--- src/rtl/dfswt_peak_detect_if.sv ---
// Bundle for the peak detector: frame/sample controls in, per-frame results out.
// The master drives run/enable/magnitude/threshold; the slave (the detector) drives the results.
interface dfswt_peak_detect_if #(
  parameter int FRAME_BITS = 8
);
  logic                       run;
  logic                       enable;
  logic [31:0]                magnitude;
  logic [31:0]                threshold;
  logic                       frame_valid;
  logic [31:0]                peak_mag;
  logic [FRAME_BITS-1:0]      peak_index;
  logic [32+FRAME_BITS-1:0]   energy;
  logic                       detected;

  modport master (
    output run, enable, magnitude, threshold,
    input  frame_valid, peak_mag, peak_index, energy, detected
  );

  modport slave (
    input  run, enable, magnitude, threshold,
    output frame_valid, peak_mag, peak_index, energy, detected
  );
endinterface

--- src/rtl/dfswt_peak_detect.sv ---
// Per-frame peak/index/energy reporter with a hysteresis tone flag, fed by a dfswt_stage.
// Optional macro DFSWT_PEAK_ENERGY_EN builds the energy accumulator; otherwise energy is tied to 0.
module dfswt_peak_detect #(
  parameter int FRAME      = 256,
  parameter int FRAME_BITS = 8,
  parameter int HOLD       = 2
) (
  input  logic               clock,
  input  logic               reset,
  dfswt_peak_detect_if.slave bus
);

  localparam logic [1:0] S_IDLE   = 2'd0;
  localparam logic [1:0] S_ACCUM  = 2'd1;
  localparam logic [1:0] S_REPORT = 2'd2;

  localparam int                    EW      = 32 + FRAME_BITS;
  localparam logic [FRAME_BITS-1:0] LAST    = FRAME_BITS'(FRAME - 1);
  localparam logic [3:0]            HOLD_M1 = 4'(HOLD - 1);

  logic [1:0]            r_state;
  logic [FRAME_BITS-1:0] r_count;
  logic [31:0]           r_peak;
  logic [FRAME_BITS-1:0] r_index;
  logic [3:0]            r_hc;
  logic                  r_frame_valid;
  logic [31:0]           r_peak_mag;
  logic [FRAME_BITS-1:0] r_peak_index;
  logic                  r_detected;

  logic                  w_first;
  logic                  w_greater;
  logic                  w_take;
  logic                  w_last;
  logic                  w_above;
  logic                  w_flip;
  logic [31:0]           w_peak_next;
  logic [FRAME_BITS-1:0] w_index_next;

  // The counter is already 0 in REPORT, so a sample taken there becomes sample 0 of the next frame.
  assign w_take       = bus.run && bus.enable && (r_state == S_ACCUM || r_state == S_REPORT);
  assign w_last       = w_take && (r_count == LAST);
  assign w_first      = (r_count == '0);
  assign w_greater    = bus.magnitude > r_peak;
  assign w_peak_next  = (w_first || w_greater) ? bus.magnitude : r_peak;
  assign w_index_next = w_first ? '0 : (w_greater ? r_count : r_index);
  assign w_above      = r_peak_mag > bus.threshold;
  assign w_flip       = r_detected ? !w_above : w_above;

  always_ff @(posedge clock) begin
    if (!reset) begin
      r_state       <= S_IDLE;
      r_count       <= '0;
      r_peak        <= '0;
      r_index       <= '0;
      r_hc          <= '0;
      r_frame_valid <= 1'b0;
      r_peak_mag    <= '0;
      r_peak_index  <= '0;
      r_detected    <= 1'b0;
    end else begin
      r_frame_valid <= 1'b0;
      case (r_state)
        S_IDLE: begin
          if (bus.run) begin
            r_state <= S_ACCUM;
            r_count <= '0;
          end
        end
        S_ACCUM: begin
          if (!bus.run) begin
            r_state <= S_IDLE;
            r_count <= '0;
          end else if (bus.enable) begin
            r_peak  <= w_peak_next;
            r_index <= w_index_next;
            // Results are registered on the accepting edge so they are visible in REPORT.
            if (w_last) begin
              r_count       <= '0;
              r_state       <= S_REPORT;
              r_frame_valid <= 1'b1;
              r_peak_mag    <= w_peak_next;
              r_peak_index  <= w_index_next;
            end else begin
              r_count <= r_count + 1'b1;
            end
          end
        end
        S_REPORT: begin
          if (w_flip) begin
            if (r_hc == HOLD_M1) begin
              r_detected <= ~r_detected;
              r_hc       <= '0;
            end else begin
              r_hc <= r_hc + 4'd1;
            end
          end else begin
            r_hc <= '0;
          end
          if (bus.run) begin
            r_state <= S_ACCUM;
            if (bus.enable) begin
              r_peak  <= w_peak_next;
              r_index <= w_index_next;
              r_count <= FRAME_BITS'(1);
            end else begin
              r_count <= '0;
            end
          end else begin
            r_state <= S_IDLE;
            r_count <= '0;
          end
        end
        default: r_state <= S_IDLE;
      endcase
    end
  end

  assign bus.frame_valid = r_frame_valid;
  assign bus.peak_mag    = r_peak_mag;
  assign bus.peak_index  = r_peak_index;
  assign bus.detected    = r_detected;

`ifdef DFSWT_PEAK_ENERGY_EN
  logic [EW-1:0] r_energy;
  logic [EW-1:0] r_energy_out;
  logic [EW-1:0] w_mag_ext;
  logic [EW-1:0] w_energy_next;

  assign w_mag_ext     = EW'(bus.magnitude);
  assign w_energy_next = w_first ? w_mag_ext : (r_energy + w_mag_ext);

  always_ff @(posedge clock) begin
    if (!reset) begin
      r_energy     <= '0;
      r_energy_out <= '0;
    end else begin
      if (w_take) begin
        r_energy <= w_energy_next;
      end
      if (w_last) begin
        r_energy_out <= w_energy_next;
      end
    end
  end

  assign bus.energy = r_energy_out;
`else
  assign bus.energy = '0;
`endif

  a_fv_in_report: assert property (@(posedge clock) disable iff (!reset)
    bus.frame_valid |-> (r_state == S_REPORT));
  a_state_legal: assert property (@(posedge clock) disable iff (!reset)
    r_state != 2'd3);

endmodule

--- src/flat_wrapper.sv ---
// flat-port wrapper written by rule: the top's interface ports become plain ports
module dfswt_peak_detect_flat 
#(
  parameter int FRAME      = 256,
  parameter int FRAME_BITS = 8,
  parameter int HOLD       = 2
)
  (clock, reset, bus_run, bus_enable, bus_magnitude, bus_threshold, bus_frame_valid, bus_peak_mag, bus_peak_index, bus_energy, bus_detected);
  dfswt_peak_detect_if #(.FRAME_BITS(FRAME_BITS)) bus_i ();
  input  logic clock;
  input  logic reset;
  input wire logic [$bits(bus_i.run)-1:0] bus_run;
  input wire logic [$bits(bus_i.enable)-1:0] bus_enable;
  input wire logic [$bits(bus_i.magnitude)-1:0] bus_magnitude;
  input wire logic [$bits(bus_i.threshold)-1:0] bus_threshold;
  output wire logic [$bits(bus_i.frame_valid)-1:0] bus_frame_valid;
  output wire logic [$bits(bus_i.peak_mag)-1:0] bus_peak_mag;
  output wire logic [$bits(bus_i.peak_index)-1:0] bus_peak_index;
  output wire logic [$bits(bus_i.energy)-1:0] bus_energy;
  output wire logic [$bits(bus_i.detected)-1:0] bus_detected;
  assign bus_i.run = bus_run;
  assign bus_i.enable = bus_enable;
  assign bus_i.magnitude = bus_magnitude;
  assign bus_i.threshold = bus_threshold;
  assign bus_frame_valid = bus_i.frame_valid;
  assign bus_peak_mag = bus_i.peak_mag;
  assign bus_peak_index = bus_i.peak_index;
  assign bus_energy = bus_i.energy;
  assign bus_detected = bus_i.detected;
  dfswt_peak_detect #(.FRAME(FRAME), .FRAME_BITS(FRAME_BITS), .HOLD(HOLD)) u_core (.clock(clock), .reset(reset), .bus(bus_i));
endmodule
--- config.mk ---
export PLATFORM = sky130hd
export DESIGN_NAME = dfswt_peak_detect_flat
export DESIGN_NICKNAME = d
export VERILOG_FILES = /design/src/rtl/dfswt_peak_detect_if.sv /design/src/rtl/dfswt_peak_detect.sv /design/src/flat_wrapper.sv
export SDC_FILE = /design/constraint.sdc
export NUM_CORES = 1
export LEC_CHECK = 0
export BUFFER_PORTS_ARGS = -buffer_cell sky130_fd_sc_hd__buf_2
export CAP_MARGIN = 10
export CORE_MARGIN = 5
export CORE_UTILIZATION = 56
export CTS_BUF_LIST = sky130_fd_sc_hd__clkbuf_4
export CTS_CLUSTER_DIAMETER = 150
export DETAILED_ROUTE_END_ITERATION = 10
export PLACE_DENSITY = 0.83
export SLEW_MARGIN = 20
export SYNTH_ARGS = -nofsm -noshare
export SYNTH_HDL_FRONTEND = slang
export SYNTH_SLANG_ARGS = --single-unit
--- constraint.sdc ---
create_clock -name clock -period 3.3 [get_ports clock]
set_clock_uncertainty 0.15 [all_clocks]
set_input_delay 0.165 -clock clock [delete_from_list [all_inputs] [get_ports clock]]
set_output_delay 0.165 -clock clock [all_outputs]
set_load 0.05 [all_outputs]
-- After elaboration in Yosys (flattened, before gate mapping)
Cells that the tools add are included.
W data, S select, Z words.
- output and inout port bits: 82
- input port bits: 68
- register bits: 96
- add/sub/neg operators: 2
- magnitude comparators: 2
- reductions and logical operators: 16
- multiplexer cells: 20
- bitwise operators: 1
- eq/ne operators: 7
- operators by type and width (cell ; count):
    $gt A32 B32 Y1 ; 2
    $mux W8 ; 6
    $mux W32 ; 1
    $pmux W8 S3 ; 1
    $reduce_and A3 Y1 ; 4
    $add A8 B1 Y8 const B ; 1
    $eq A8 B8 Y1 const B ; 1
    $logic_not A8 Y1 ; 1
    $mux W2 ; 4
    $mux W4 ; 2
    $reduce_and A4 Y1 ; 2
    $pmux W2 S3 ; 1
    $mux W1 ; 5
    $add A4 B1 Y4 const B ; 1
    $eq A4 B1 Y1 const B ; 1
    $logic_and A1 B1 Y1 ; 3
    $ne A3 B2 Y1 const B ; 1
    $ne A3 B3 Y1 const B ; 1
    $reduce_bool A3 Y1 ; 1
    $eq A2 B1 Y1 const B ; 1
    $eq A2 B2 Y1 const B ; 1
    $logic_not A2 Y1 ; 1
    $logic_or A1 B1 Y1 ; 2
    $ne A2 B2 Y1 const B ; 1
    3 further kinds ; 3

-- Longest topological paths before layout
Gate-level depths: netlist (run 1).
- depth after elaboration: 8
- gate-level depth with buffers: 11
- mapped depth without buffers: 9

-- Least setup slack after synthesis (run 1)
OpenSTA, ideal clock, no wires.
- path type: register to register
- start point: register u_core.r_peak_mag[30] (netlist: u_core.bus.peak_mag[30])
- end point: register u_core.r_hc[2]
- path buffers: 0
- period minus slack after synthesis: 2660 ps
- setup slack: 640 ps
- data arrival time: 2409 ps
- stages on the path, launching flop included: 8
- required time: 3049 ps
- cells stage by stage: dfxtp_1 > ha_1 > nand4_1 > or4_1 > a31oi_2 > o22ai_1 > xnor2_1 > o41ai_1
- longest elaborated chain between the ends: 4
- RTL lines (element ; RTL line ; RTL):
    start, declared ; dfswt_peak_detect.sv:27 ; logic [31:0] r_peak_mag;
    start signal, assigned ; dfswt_peak_detect.sv:82 ; r_peak_mag <= w_peak_next;
    $gt A32 B32 Y1 (*) ; dfswt_peak_detect.sv:47 ; assign w_above = r_peak_mag > bus.threshold;
    $logic_not A1 Y1 ; dfswt_peak_detect.sv:48 ; assign w_flip = r_detected ? !w_above : w_above;
    $mux W1 (*) ; dfswt_peak_detect.sv:48 ;
    $mux W4 (*) ; dfswt_peak_detect.sv:90 ; if (w_flip) begin
    end signal, assigned ; dfswt_peak_detect.sv:95 ; r_hc <= r_hc + 4'd1;
    end, declared ; dfswt_peak_detect.sv:25 ; logic [3:0] r_hc;
Every way passes the cells marked *; elsewhere a longest branch is shown, timed or not.
A chain may end at the register's enable or synchronous reset.

-- Worst setup path in the final report (run 1)
- start point: register u_core.r_peak[29]
- end point: register u_core.r_peak_mag[24] (netlist: u_core.bus.peak_mag[24])
- longest elaborated chain between the ends: 3
- RTL lines (element ; RTL line ; RTL):
    start, declared ; dfswt_peak_detect.sv:23 ; logic [31:0] r_peak;
    start signal, assigned ; dfswt_peak_detect.sv:75 ; r_peak <= w_peak_next;
    start signal, assigned ; dfswt_peak_detect.sv:103 ; r_peak <= w_peak_next;
    $gt A32 B32 Y1 ; dfswt_peak_detect.sv:44 ; assign w_greater = bus.magnitude > r_peak;
    $logic_or A1 B1 Y1 ; dfswt_peak_detect.sv:45 ; assign w_peak_next = (w_first || w_greater) ? bus.magnitude : r_peak;
    $mux W32 ; dfswt_peak_detect.sv:45 ;
Every way passes these cells.

==> results.tsv, run 1 <==
stage	metric	value	unit
floorplan	die_w	116	microns
job	cap_violations	0	
synth	yosysSeqAreaShare	0.306	
synth	syn_area	6280	sq um
floorplan	fp.dieH	116	microns
sta	setup_violations	0	
worst_setup_path	path_buf_inv	2	
worst_setup_path	worstSetupEndpointType	register	
layout	syn_to_final_growth	15.3	%
routing	drc	0	
sta	final-hold-violation-count	0	
synth	yosys_warnings	0	
floorplan	initial_core_util	0.574	
grt	grt_util_met3	0.0329	
worst_setup_path	path_cells	inv_1 -> ha_1 -> and4_1 -> nand2_1 -> or4b_1 -> o2111ai_1 -> o21a_2 -> buf_4 -> o21ai_0 -> a31oi_1	
synth	syn_inst	794	
layout	mostFrequentLayoutCell	buf_2	
floorplan	ios	150	
sta	max-slew-margin-rel	0.557	
routing	drtPass1Iterations	6	
place	pre_cts_slack	0.425	ns
sta	fin_tns_setup	0	ns
cts	clkTransAtPathRegs	0.15	ns
synth	async_flop_share	0	
routing	drt-initial-drc-count	328	
floorplan	fp.dieArea	13400	sq um
layout	fillCellCount	946	
sta	fmax	340	MHz
cts	htreeDepth	3	
pwr	leakagePower	0.00321	uW
worst_setup_path	timing_worst_setup_path_type	reg -> reg	
layout	regArea	1920	sq um
floorplan	num_rows	38	
worst_setup_path	crit_required	3.54	ns
layout	finalNetCount	1055	
pwr	p_switching	776	uW
cts	clockBufferDepth	2	
worst_setup_path	slowest_delay	0.54	ns
grt	met2_usage	0.384	
cts	cts_tree	done	
place	globalplace.congestion	0.852	
cts	cts_resized	0	
grt	gr-max-usage-layer	met2	
routing	routed_via_density	5.47	
pwr	internal-power	1660	uW
pwr	power.share.clock	0.296	
pwr	seq_power_share	0.492	
worst_setup_path	rr_worst_depth	10	
sta	rsz0062_at_grt	no	
place	place_hpwl	10800	microns
worst_setup_path	crit_start	u_core.r_peak[29]	
grt	grt_start_max_net_pins	68	
pwr	switching_share	0.319	
pwr	irDropWorstVdd	253	uV
synth	synth.avg_cell_area	7.90	sq um
layout	most-common-layout-cells	buf_2, nand2_1, dfxtp_1	
grt	antenna_found_initial	1	
synth	yosys_most_used_dff	dfxtp_1	
layout	postLayoutCoreUtil	0.662	
cts	cts_setup_buffers	0	
sta	fin_crit	2.94	ns
sta	post-route-period-util	0.890	
floorplan	coreArea	10900	sq um
cts	insertion_delay	0.46	ns
sta	drv_slew	0	
worst_setup_path	crit_slowest_cell	or4b_1	
synth	synth-edff-count	0	
worst_setup_path	cp-endpoint	u_core.bus.peak_mag[24]	
sta	finalHoldWorstSlack	0.0576	ns
grt	grt_overflow_total	0	
cts	cts.sinks	96	
cts	root_buffer	clkbuf_4	
worst_setup_path	worst-path-stages	10	
routing	ant_nets	0	
cts	holdBufCountCts	32	
worst_setup_path	critPathLaunchType	register	
synth	yosysUniqueCellTypes	54	
routing	wl_per_cell	14.4	microns
sta	fin_ws	0.363	ns
cts	numCtsBuffers	9	
grt	met1_usage	0.297	
grt	grtUsageTotal	0.228	
routing	num_vias	5803	
worst_setup_path	cp.arrival	3.18	ns
pwr	pwr_density_cell	336	nW/um^2
layout	design_area	7240	sq um
hold_path	hp-start	bus_run	
layout	layout-drive-gt1-share	0.157	
pwr	power_frac_comb	0.212	
worst_setup_path	crit_family	compound AO/OA/AOI/OAI gates	
grt	grt_pass1_vias	5449	
grt	grt_pass1_wl	25000	microns
hold_path	hold_class	in -> reg	
status	outcome	complete, no violations	
layout	multi_input_area	3720	sq um
routing	drt-total-wl	15300	microns
worst_setup_path	worstPathMaxFanout	13	
worst_setup_path	reg2reg_setup_slack	0.36	ns
place	dpl_cell_area	6750	sq um
place	portBuffers	109	
synth	ys_ff_latch	96	
sta	worstMarginPinSlew	0.663	ns
worst_setup_path	rr_startpoint	u_core.r_peak[29]	
worst_setup_path	r2r-end	u_core.bus.peak_mag[24]	
==> power by group through the flow <==
stage	logic, uW	registers [uW]	clock network [uW]
after CTS	509	1200	736
after global placement	470	1220	0
after global routing	570	1200	777
final	515	1200	721
after floorplan	391	1220	0
after detailed placement	476	1220	0
==> flip-flops by register name, indices dropped and copies added, names as in the netlist <==
name                    cells
u_core.r_state              2
u_core.bus.peak_mag        32
u_core.r_hc                 4
u_core.r_count              8
u_core.r_peak              32
u_core.r_index              8
u_core.bus.frame_valid      1
u_core.bus.detected         1
u_core.bus.peak_index       8
==> final cells by class <==
cell class                 instances  area share
antenna                            1    0.000346
clock buffer                       9     0.00934
clock inverter                     7      0.0130
inverter                          75      0.0389
multi-input combinational        578       0.514
sequential                        96       0.266
tap                              140      0.0242
timing repair buffer             155       0.135
==> worst min-delay path by stage <==
| stage | end | slack, ns | depth (start not counted) |
|---|---|---|---|
| global placement | u_core.r_peak[0] | 0.29 | 3 |
| detailed placement | u_core.r_peak[0] | 0.29 | 3 |
| floorplan | u_core.r_peak[10] | 0.16 | 2 |
| finish | u_core.r_state[0] | 0.06 | 5 |
| global route | u_core.r_peak[30] | 0.11 | 3 |
| CTS | u_core.r_state[0] | 0.04 | 5 |
==> layer usage <==
layer  part of all wire  up-vias
li1                   -     2947
met1               0.44     2640
met2               0.47      192
met3              0.069       24
met4              0.020        0
met5                  0        -
==> kinds of logic after synthesis <==
group / synth area share
compound gates: 0.185
flops: 0.306
xor+xnor: 0.00698
other cells: 0.000598
fa+ha+maj: 0.144
mux: 0.0672
simple gates: 0.164
buf+inv: 0.127
==> synth_stat cells (4+ instances only) <==
master    number  area [sq um]
buf_2          4          20.0
nor3_1         5          25.0
mux2i_1       41           410
a21oi_1       45           225
buf_4         41           308
and2_1         9          56.3
and3_1         4          25.0
inv_1         75           282
nand4_1       14          87.6
o21ai_1        4          20.0
o21ai_0       89           445
a31oi_1       34           213
ha_1          72           901
clkbuf_1      35           131
nand3_1       45           225
nor2b_1        4          25.0
dfxtp_1       96          1920
nor2_1        18          67.6
nand2_1       97           364
nand2b_1       5          31.3
==> metrics by stage <==
stage	cells	total power, uW
after floorplan	833	1610
after global placement	1012	1690
after detailed placement	1012	1700
after CTS	1060	2440
after global routing	1061	2550
final	1061	2430
==> worst register-to-register path, delay by kind of cell (launching register included) <==
family / cells / cell delay (ns)
flops: 1 / 0.38
compound gates: 4 / 0.91
fa+ha+maj: 1 / 0.28
buf+inv: 2 / 0.29
simple gates: 3 / 0.85
Note: power is estimated with default switching activity, not from simulation.
==> inputs of run 2 (changes only) <==
--- a/config.mk
+++ b/config.mk
@@ -5,10 +5,10 @@
 export SDC_FILE = /design/constraint.sdc
 export NUM_CORES = 1
 export LEC_CHECK = 0
+export ABC_AREA = 1
 export BUFFER_PORTS_ARGS = -buffer_cell sky130_fd_sc_hd__buf_2
-export CAP_MARGIN = 10
 export CORE_MARGIN = 5
-export CORE_UTILIZATION = 56
+export CORE_UTILIZATION = 57
 export CTS_BUF_LIST = sky130_fd_sc_hd__clkbuf_4
 export CTS_CLUSTER_DIAMETER = 150
 export DETAILED_ROUTE_END_ITERATION = 10
==> results.tsv, run 2 <==
stage	metric	value	unit
cts	numCtsBuffers	9	
floorplan	num_rows	40	
sta	max-slew-margin-rel	0.533	
synth	yosys_warnings	0	
grt	antenna_found_initial	0	
worst_setup_path	crit_required	3.53	ns
layout	finalNetCount	1246	
layout	finalNonFillerCells	1257	
place	dpl_cell_area	7300	sq um
layout	antennaDiodeCount	0	
grt	grtUsageTotal	0.217	
sta	fin_ws	0.529	ns
cts	cts_tree	done	
synth	syn_area	6880	sq um
synth	ys_ff_latch	96	
worst_setup_path	slowest_delay	0.36	ns
worst_setup_path	rr_startpoint	u_core.r_peak[31]	
layout	fillCellCount	1072	
synth	synth-edff-count	0	
cts	cts_resized	0	
floorplan	coreArea	11900	sq um
layout	regArea	1920	sq um
cts	root_buffer	clkbuf_4	
cts	clockBufferDepth	2	
routing	ant_nets	0	
hold_path	worstHoldPathCells	5	
job	cap_violations	0	
worst_setup_path	cpMostUsedCell	nand2_1	
grt	grt_pass1_vias	5887	
worst_setup_path	path_buf_inv	2	
pwr	leakagePower	0.00410	uW
synth	yosysSeqAreaShare	0.279	
floorplan	die_w	120	microns
pwr	irDropWorstVdd	192	uV
cts	clkTransAtPathRegs	0.14	ns
routing	drt-initial-drc-count	561	
synth	yosys_most_used_dff	dfxtp_1	
worst_setup_path	timing_worst_setup_path_type	reg -> reg	
sta	final-hold-violation-count	0	
grt	grt_start_max_net_pins	51	
layout	syn_to_final_growth	12.9	%
worst_setup_path	crit_family	simple AND/OR/NAND/NOR gates	
worst_setup_path	worstPathMaxFanout	41	
worst_setup_path	rr_worst_depth	13	
routing	wl_per_cell	12.4	microns
floorplan	initial_core_util	0.578	
routing	routed_via_density	4.98	
pwr	pwr_density_cell	344	nW/um^2
cts	cts.sinks	96	
floorplan	fp.dieArea	14400	sq um
place	place_hpwl	11000	microns
sta	rsz0062_at_grt	no	
sta	worstMarginPinSlew	0.700	ns
routing	num_vias	6258	
synth	yosysTopAreaCell	dfxtp_1	
worst_setup_path	crit_start	u_core.r_peak[31]	
floorplan	ios	150	
status	outcome	complete, no violations	
cts	htreeDepth	3	
routing	drtPass1Iterations	5	
synth	yosys-top-cells-count	inv_1, nand2_1, nand3_1	
hold_path	hp-start	bus_enable	
layout	mostFrequentLayoutCell	inv_1	
sta	post-route-period-util	0.840	
worst_setup_path	crit_slowest_cell	dfxtp_1	
sta	setup_violations	0	
place	dpl.cell_count	1208	
sta	fmax	361	MHz
layout	most-common-layout-cells	inv_1, nand2_1, nand3_1	
synth	synth.area.top_cells	dfxtp_1, ha_1, inv_1	
place	globalplace.congestion	0.879	
layout	layout-drive-gt1-share	0.165	
worst_setup_path	r2r-end	u_core.bus.peak_mag[0]	
hold_path	hold_end	u_core.r_count[3]	
worst_setup_path	worstSetupEndpointType	register	
place	portBuffers	109	
routing	drt-total-wl	15500	microns
synth	syn_inst	983	
sta	fin_crit	2.77	ns
layout	design_area	7770	sq um
worst_setup_path	critPathLaunchType	register	
cts	insertion_delay	0.46	ns
sta	fin_tns_setup	0	ns
worst_setup_path	path_cells	inv_1 -> ha_1 -> nand2_1 -> nor2_2 -> nand2_1 -> nor2_4 -> nand4_4 -> nand2_8 -> nand2_8 -> nand2_1 -> nand3_1 -> nand2_1 -> inv_1	
synth	synth_top_cell_area_share	0.279	
sta	drv_slew	0	
floorplan	fp.dieH	120	microns
synth	yosysUniqueCellTypes	39	
hold_path	hold_class	in -> reg	
worst_setup_path	reg2reg_setup_slack	0.53	ns
synth	synthMostInstantiatedCell	inv_1	
grt	grt_overflow_total	0	
worst_setup_path	cp.arrival	3.00	ns
synth	synth.avg_cell_area	7.00	sq um
synth	async_flop_share	0	
routing	drc	0	
grt	grt_pass1_wl	26000	microns
place	pre_cts_slack	0.569	ns
layout	multi_input_area	3930	sq um
## run 2: changes by cell type after synthesis, moves of 9 or more
cell / change
nand2_4: +30
a31oi_1: -34
inv_1: +92
o21ai_0: -70
nand2_1: +67
nand4_1: -10
nor2_1: +73
a21oi_1: +44
clkbuf_1: -20
and2_1: -9
nand3_1: +80
mux2i_1: -41
## run 2: timing repair
item | in CTS | in global routing
hold buffers | 34 | 0
buffers inserted | 0 | 0
hold endpoints to repair | 84 | 0
## run 2: logic make-up after synthesis
logic type / synth area share
other: 0.000545
XOR/XNOR: 0.00255
flip-flops: 0.279
buffers and inverters: 0.171
adder cells (fa/ha/maj): 0.131
AO/OA/AOI/OAI: 0.0946
AND/OR/NAND/NOR: 0.321
## run 2: power by group
part / switching [uW] / internal [uW] / total [uW]
Sequential: 26.8 / 1210 / 1240
Combinational: 544 / 256 / 800
Clock: 395 / 241 / 636
## run 2: metal layers
layer | share of wire | global-route usage | vias to the layer above
li1 | - | - | 3280
met1 | 0.45 | 0.279 | 2781
met2 | 0.48 | 0.369 | 172
met3 | 0.054 | 0.0377 | 25
met4 | 0.019 | 0.0730 | 0
met5 | 0 | 0 | -
## run 2: worst max-delay path by stage
stage                         endpoint  slack (ns)  depth (start not counted)
2_1_floorplan        u_core.r_peak[10]        1.23                         17
3_3_place_gp    u_core.bus.peak_mag[0]        0.61                         14
3_5_place_dp   u_core.bus.peak_mag[31]        0.57                         13
4_1_cts        u_core.bus.peak_mag[31]        0.55                         13
5_1_grt         u_core.bus.peak_mag[0]        0.30                         14
6_report        u_core.bus.peak_mag[0]        0.53                         13
## run 2: tightest hold or removal path, cell delays in order
cell and delay [ns]:
buf_2 0.11, o21ai_0 0.23, nor2_2 0.11, nand3_1 0.08, a21oi_1 0.05
## run 2: per-stage QoR
step	power, uW	hold slack, ns	util
floorplan	1900	0.201	-
finish	2670	0.176	0.652
detailed placement	2020	0.341	0.613
global placement	2010	0.334	0.613
CTS	2680	0.145	0.652
global route	2830	0.173	0.652
## run 2: area by class of cell
cell class	instances	area share
Tap cell	147	0.0237
Inverter	172	0.0831
Sequential cell	96	0.247
Multi-Input combinational cell	678	0.506
Timing Repair Buffer	149	0.123
Clock inverter	4	0.00596
Clock buffer	11	0.0106
